**src/rtl/dmp_pkg.sv**
```systemverilog
// Shared types and constants for the deterministic update arbiter.
package dmp_pkg;

    localparam int DMP_ID_W   = 32;
    localparam int DMP_DATA_W = 32;
    localparam int EPOCH_W    = 16;

    typedef enum logic [1:0] {
        IDLE    = 2'd0,
        COLLECT = 2'd1,
        DRAIN   = 2'd2,
        DONE    = 2'd3
    } dmp_state_t;

    typedef struct packed {
        logic [DMP_ID_W-1:0]   dest;
        logic [DMP_DATA_W-1:0] data;
    } dmp_update_t;

    function automatic logic [EPOCH_W-1:0] epoch_sat_inc(input logic [EPOCH_W-1:0] v);
        return (v == {EPOCH_W{1'b1}}) ? v : v + 1'b1;
    endfunction

endpackage

```
**src/rtl/dmp_sync_fifo.sv**
```systemverilog
// Single-clock FIFO holding one thread's remote updates; DEPTH must be a power of 2.
module dmp_sync_fifo #(
    parameter int DEPTH = 4,
    parameter int WIDTH = 64
) (
    input  logic                     i_clk,
    input  logic                     i_rst,
    input  logic                     i_push,
    input  logic [WIDTH-1:0]         i_din,
    input  logic                     i_pop,
    output logic [WIDTH-1:0]         o_dout,
    output logic                     o_full,
    output logic                     o_empty,
    output logic [$clog2(DEPTH):0]   o_count
);
    localparam int AW = $clog2(DEPTH);

    logic [WIDTH-1:0] r_mem [DEPTH];
    logic [AW-1:0]    r_wr;
    logic [AW-1:0]    r_rd;
    logic [AW:0]      r_cnt;
    logic             w_do_push;
    logic             w_do_pop;

    assign o_full    = (r_cnt == (AW+1)'(DEPTH));
    assign o_empty   = (r_cnt == '0);
    assign o_count   = r_cnt;
    assign o_dout    = r_mem[r_rd];
    assign w_do_push = i_push && !o_full;
    assign w_do_pop  = i_pop && !o_empty;

    always_ff @(posedge i_clk) begin
        if (i_rst) begin
            r_wr  <= '0;
            r_rd  <= '0;
            r_cnt <= '0;
        end else begin
            if (w_do_push) r_wr <= r_wr + 1'b1;
            if (w_do_pop)  r_rd <= r_rd + 1'b1;
            r_cnt <= r_cnt + (AW+1)'(w_do_push) - (AW+1)'(w_do_pop);
        end
    end

    // Storage carries no reset; validity is tracked by the pointers alone.
    always_ff @(posedge i_clk) begin
        if (w_do_push) r_mem[r_wr] <= i_din;
    end

endmodule

```
**src/rtl/dmp_arbiter.sv**
```systemverilog
// Routes scatter updates: owned destinations bypass locally, the rest are
// buffered per thread and drained in fixed thread-index order.
module dmp_arbiter
    import dmp_pkg::*;
#(
    parameter int NUM_HW_THREADS = 8,
    parameter int DATA_W         = 32,
    parameter int ID_W           = 32,
    parameter int FIFO_DEPTH     = 4
) (
    input  logic                              clock,
    input  logic                              reset,
    input  logic                              start,
    input  logic                              next_iteration,
    input  logic                              serial_all,
    input  logic [ID_W-1:0]                   part_base   [NUM_HW_THREADS],
    input  logic [ID_W-1:0]                   part_size   [NUM_HW_THREADS],
    input  logic                              in_valid    [NUM_HW_THREADS],
    input  logic [ID_W-1:0]                   in_dest     [NUM_HW_THREADS],
    input  logic [DATA_W-1:0]                 in_data     [NUM_HW_THREADS],
    output logic                              in_ready    [NUM_HW_THREADS],
    input  logic                              thread_done [NUM_HW_THREADS],
    output logic                              loc_valid   [NUM_HW_THREADS],
    output logic [ID_W-1:0]                   loc_dest    [NUM_HW_THREADS],
    output logic [DATA_W-1:0]                 loc_data    [NUM_HW_THREADS],
    output logic                              ser_valid,
    input  logic                              ser_ready,
    output logic [$clog2(NUM_HW_THREADS)-1:0] ser_tid,
    output logic [ID_W-1:0]                   ser_dest,
    output logic [DATA_W-1:0]                 ser_data,
    output logic                              op_complete,
    output logic [EPOCH_W-1:0]                epoch_count
);
    localparam int TID_W = $clog2(NUM_HW_THREADS);
    localparam int CW    = $clog2(FIFO_DEPTH) + 1;
    localparam int UW    = ID_W + DATA_W;

    dmp_state_t              r_state;
    logic [NUM_HW_THREADS-1:0] r_done_seen;
    logic                    r_serial_all;
    logic [EPOCH_W-1:0]      r_epoch;

    logic [NUM_HW_THREADS-1:0] w_td;
    logic [NUM_HW_THREADS-1:0] w_full;
    logic [NUM_HW_THREADS-1:0] w_empty;
    logic [NUM_HW_THREADS-1:0] w_full_nxt;
    logic [NUM_HW_THREADS-1:0] w_empty_nxt;
    logic [NUM_HW_THREADS-1:0] w_pop;
    logic [CW-1:0]           w_count [NUM_HW_THREADS];
    logic [UW-1:0]           w_dout  [NUM_HW_THREADS];
    logic [TID_W-1:0]        w_sel;
    logic                    w_found;

    for (genvar g = 0; g < NUM_HW_THREADS; g++) begin : g_thr
        logic [ID_W:0]     w_lo;
        logic [ID_W:0]     w_hi;
        logic [ID_W:0]     w_d;
        logic              w_own;
        logic              w_accept;
        logic              w_is_loc;
        logic              w_push;
        logic              r_loc_valid;
        logic [ID_W-1:0]   r_loc_dest;
        logic [DATA_W-1:0] r_loc_data;

        // One extra bit so base+size never wraps past the ID space.
        assign w_lo     = {1'b0, part_base[g]};
        assign w_hi     = w_lo + {1'b0, part_size[g]};
        assign w_d      = {1'b0, in_dest[g]};
        assign w_own    = (w_d >= w_lo) && (w_d < w_hi);
        assign w_accept = (r_state == COLLECT) && in_valid[g] && !w_full[g];
        assign w_is_loc = w_own && !r_serial_all;
        assign w_push   = w_accept && !w_is_loc;
        assign w_pop[g] = (r_state == DRAIN) && w_found && ser_ready && (w_sel == TID_W'(g));

        assign w_full_nxt[g]  = w_full[g] || (w_push && (w_count[g] == CW'(FIFO_DEPTH - 1)));
        assign w_empty_nxt[g] = w_empty[g] || (w_pop[g] && (w_count[g] == CW'(1)));
        assign w_td[g]        = thread_done[g];
        assign in_ready[g]    = (r_state == COLLECT) && !w_full[g];
        assign loc_valid[g]   = r_loc_valid;
        assign loc_dest[g]    = r_loc_dest;
        assign loc_data[g]    = r_loc_data;

        always_ff @(posedge clock) begin
            if (reset) begin
                r_loc_valid <= 1'b0;
                r_loc_dest  <= '0;
                r_loc_data  <= '0;
            end else begin
                r_loc_valid <= w_accept && w_is_loc;
                r_loc_dest  <= (w_accept && w_is_loc) ? in_dest[g] : '0;
                r_loc_data  <= (w_accept && w_is_loc) ? in_data[g] : '0;
            end
        end

        dmp_sync_fifo #(
            .DEPTH (FIFO_DEPTH),
            .WIDTH (UW)
        ) u_fifo (
            .i_clk   (clock),
            .i_rst   (reset),
            .i_push  (w_push),
            .i_din   ({in_dest[g], in_data[g]}),
            .i_pop   (w_pop[g]),
            .o_dout  (w_dout[g]),
            .o_full  (w_full[g]),
            .o_empty (w_empty[g]),
            .o_count (w_count[g])
        );
    end

    // Lowest-index non-empty FIFO wins; no pushes occur while draining,
    // so each thread empties fully before the next is selected.
    always_comb begin
        w_sel   = '0;
        w_found = 1'b0;
        for (int t = NUM_HW_THREADS - 1; t >= 0; t--) begin
            if (!w_empty[t]) begin
                w_sel   = TID_W'(t);
                w_found = 1'b1;
            end
        end
    end

    always_comb begin
        ser_valid = (r_state == DRAIN) && w_found;
        ser_tid   = ser_valid ? w_sel : '0;
        ser_dest  = '0;
        ser_data  = '0;
        if (ser_valid) {ser_dest, ser_data} = w_dout[w_sel];
    end

    assign op_complete = (r_state == DONE);
    assign epoch_count = r_epoch;

    always_ff @(posedge clock) begin
        if (reset) begin
            r_state      <= IDLE;
            r_done_seen  <= '0;
            r_serial_all <= 1'b0;
            r_epoch      <= '0;
        end else begin
            case (r_state)
                IDLE: begin
                    r_serial_all <= serial_all;
                    if (start) r_state <= COLLECT;
                end
                COLLECT: begin
                    r_done_seen <= r_done_seen | w_td;
                    if ((|w_full_nxt) || (&(r_done_seen | w_td))) r_state <= DRAIN;
                end
                DRAIN: begin
                    // Exit on the cycle of the final pop so DONE follows immediately.
                    if (&w_empty_nxt) begin
                        r_epoch <= epoch_sat_inc(r_epoch);
                        r_state <= (&r_done_seen) ? DONE : COLLECT;
                    end
                end
                DONE: begin
                    r_serial_all <= serial_all;
                    if (next_iteration) begin
                        r_done_seen <= '0;
                        r_epoch     <= '0;
                        r_state     <= COLLECT;
                    end
                end
                default: r_state <= IDLE;
            endcase
        end
    end

endmodule

```
**config.mk**
```make
export PLATFORM = sky130hd
export DESIGN_NAME = dmp_arbiter
export DESIGN_NICKNAME = d
export VERILOG_FILES = /design/src/rtl/dmp_pkg.sv /design/src/rtl/dmp_sync_fifo.sv /design/src/rtl/dmp_arbiter.sv
export SDC_FILE = /design/constraint.sdc
export NUM_CORES = 2
export LEC_CHECK = 0
export ABC_AREA = 0
export CAP_MARGIN = 30
export CORE_AREA = 4 4 636 638
export CTS_BUF_LIST = sky130_fd_sc_hd__clkbuf_4 sky130_fd_sc_hd__clkbuf_8
export DETAILED_ROUTE_END_ITERATION = 16
export DIE_AREA = 0 0 640 642
export HOLD_SLACK_MARGIN = 0.06
export MAX_ROUTING_LAYER = met4
export PLACE_DENSITY_LB_ADDON = 0.08
export SKIP_CTS_REPAIR_TIMING = 1
export SLEW_MARGIN = 40
export SYNTH_ARGS = -nofsm -noshare
export SYNTH_HDL_FRONTEND = slang
export SYNTH_SLANG_ARGS = --single-unit
```
**constraint.sdc**
```tcl
create_clock -name clock -period 7.6 [get_ports clock]
set_input_delay 1.52 -clock clock [delete_from_list [all_inputs] [get_ports clock]]
set_output_delay 1.52 -clock clock [all_outputs]
set_load 0.05 [all_outputs]
```
==> impl_metrics.ini <==
[outcome]
status = finished clean

[floorplanning]
pin_count = 1659
dieWidth_um = 640
start_util_pct = 30.3
die_area_sq_um = 411000
die_h_um = 642
core-area_sq_um = 399000
row_count = 232

[logic_synthesis]
synth_cell_types = 87
ys.flop_type = edfxtp_1
ys_seq_elements = 2667
synth_area_sq_um = 121000
synth_top_area_cell = edfxtp_1
synth_seq_area_share_pct = 61.2
synthCells = 8351
synth_area_leaders = edfxtp_1 51%, dfxtp_1 10%, mux4_2 9.5%
async_reset_ff_share_pct = 0
synth_nets = 10200
yosys_warnings = 0
synth_edf_count = 2048
avgSynthCellArea_sq_um = 14.5
yosys.area.top_type_share_pct = 50.9

[global_routing]
antenna_found_initial = 111
grt_pass1_wl_um = 673000
track_usage_pct = 24.1
grt_pass1_vias = 84100
grt_overflow_total = 0
grt_max_degree = 118

[hold_path]
hp-class = flip-flop to flip-flop
hold_end = g_thr[2].u_fifo.r_rd[1]
min_from = g_thr[2].u_fifo.r_rd[1]
hold_depth = 2

[route]
wl_per_cell_um = 29.9
routed_via_density = 4.94
drtPass1Iterations = 6
drt_iter0_markers = 6031
drc_errors = 0
wl_um = 494000
dr_total_vias = 81500
postRouteAntennaNets = 0

[layout]
final_area_sq_um = 159000
layout_commonest_cell = edfxtp_1
layout_common_cells = 2,048 x edfxtp_1, 1,600 x clkdlybuf4s50_1, 814 x ha_1
drive_gt1_share_pct = 19.6
syn2layout_area_growth_pct = 31.7
nFillCells = 37500
nNetsFinal = 12600

[setup_path]
cp.required_ps = 8610
critical_path_class = primary input to flip-flop
crit_top_cell = buf_4
crit_path_max_incr_delay_ps = 500
cp-end-kind = flip-flop
r2r-start = g_thr[6].u_fifo.o_count[0]
cp.arrival_ps = 8310
cp_slowest_cell = clkdlybuf4s50_1
r2r_cells = 13
worstPathMaxFanout = 4
reg2reg_to = epoch_count[12]
start_kind = primary input
ff2ff_setup_slack_ps = 2500

[clocking]
clockBufferDepth = 4
clkSinkCount = 2667
cts_root_buf = clkbuf_8
cts_tree = yes
path_clk_slew_ps = 60
cts_buffers = 468
cts-htree-levels = 5
clkLatencyLatePin_ps = 1140

[sta]
hold_ws_ps = 523
setup_ws_ps = 295
hold_violations = 0
max_freq_mhz = 137
rsz0062_at_grt = no
maxSlewViolCount = 0
finClkSkew_ps = 72.0
post-route-period-util_pct = 96.1
min_period_ps = 7310
slew_headroom_pct = 41.5
tightest_slew_ps = 875
setup_violations = 0

[power]
vdd_ir_drop_max_mv = 0.462
leakage_nw = 57.9
powerDensity_nw_per_um2 = 270

[place]
dpl.hpwl_um = 386000
dp_slack_ps = -1160
gp_congestion = 0.884
port-buffer-count = 1658
placed_area_sq_um = 149000

[flow_run]
max_cap_viol_count = 0
[Yosys cell counts, drive strengths merged, types with 9 or more instances]
master and instances:
nor2 242, edfxtp 2048, o31ai 11, or3 19, a2111oi 16, o2111ai 14, mux4 512, inv 396
o21ai 229, a211oi 49, o21a 47, a21o 164, xor2 123, a221oi 11, a22oi 16, and3 28
a21boi 16, nor2b 51, a21oi 657, mux2 129, or4 10, a41oi 11, fa 16, clkbuf 245
ha 814, o22ai 71, o21bai 47, nand4 74, nand2 482, o211ai 41, a221o 9, nand3 79
a31oi 26, nand2b 52, and2 555, nor3 65, nor4 37, or2 10, dfxtp 619, a211o 12
and4 17, xnor2 158, buf 36
[per-stage QoR]
stage / power (mW) / utilization, % / std cells / setup TNS (ps)
3_3_place_gp: 29.3 / 37.3 / 15600 / -722130
6_report: 42.9 / 39.9 / 16500 / 0
5_1_grt: 44.9 / 39.9 / 16500 / 0
2_1_floorplan: 22.2 / - / 8351 / 0
3_5_place_dp: 29.5 / 37.4 / 15600 / -655480
4_1_cts: 43.8 / 39.9 / 16400 / 0
[registers in the layout, indices dropped and copies added, names as in the netlist, named ones only]
name                  count
g_thr.u_fifo.r_mem     2048
g_thr.r_loc_data        256
g_thr.r_loc_dest        256
g_thr.u_fifo.o_count     24
epoch_count              16
g_thr.u_fifo.r_rd        16
g_thr.u_fifo.r_wr        16
g_thr.r_loc_valid         8
r_done_seen               8
r_state                   2
r_serial_all              1
[worst max-delay path: cells and delay by family]
kind	cells	cell delay, ps
AO/OA/AOI/OAI	14	3260
buffers and inverters	6	1410
AND/OR/NAND/NOR	5	1260
adder cells (fa/ha/maj)	2	410
multiplexers	1	310
XOR/XNOR	1	140
[final cells by class]
class / count / area, sq um / share of cell area [%]
diodes: 75 / 188 / 0.118
clock buffers: 689 / 8360 / 5.26
clock inverters: 184 / 1580 / 0.994
inverters: 396 / 1490 / 0.934
multi-input cells: 5007 / 44700 / 28.1
flip-flops and latches: 2667 / 74000 / 46.5
well taps: 5265 / 6590 / 4.14
repair buffers: 2227 / 22300 / 14.0
[kinds of logic after synthesis]
group                    share of synthesized area [%]
AO/OA/AOI/OAI                                     7.63
AND/OR/NAND/NOR                                   7.49
buffers and inverters                             2.14
multiplexers                                      10.8
XOR/XNOR                                          2.04
adder cells (fa/ha/maj)                           8.70
flip-flops                                        61.2
[where the power goes]
part | total (mW) | internal (mW) | switching (mW)
logic | 12.4 | 3.93 | 8.45
registers | 16.5 | 16.3 | 0.163
clock network | 14.1 | 7.81 | 6.26
total | 42.9 | 28.1 | 14.9
[layer usage]
metal / wire length (um) / global-route usage [%] / up-vias / share of wire, %
met5: 0 / - / - / 0
li1: - / - / 36900 / -
met3: 31600 / 4.88 / 562 / 6.4
met1: 209000 / 30.5 / 41400 / 42
met2: 239000 / 39.3 / 2576 / 48
met4: 14400 / 6.28 / 0 / 2.9
[worst max path at each step]
stage	slack (ps)	end	start	cells after the start
2_1_floorplan	90	g_thr[1].u_fifo.r_mem[1][0]	part_base[192]	21
3_3_place_gp	-1190	r_state[0]	part_base[224]	30
3_5_place_dp	-1160	r_state[0]	part_base[224]	30
4_1_cts	40	r_state[0]	part_base[224]	30
5_1_grt	20	r_state[0]	part_base[192]	28
6_report	290	r_state[0]	part_size[65]	29
(Power assumes the default switching activity.)
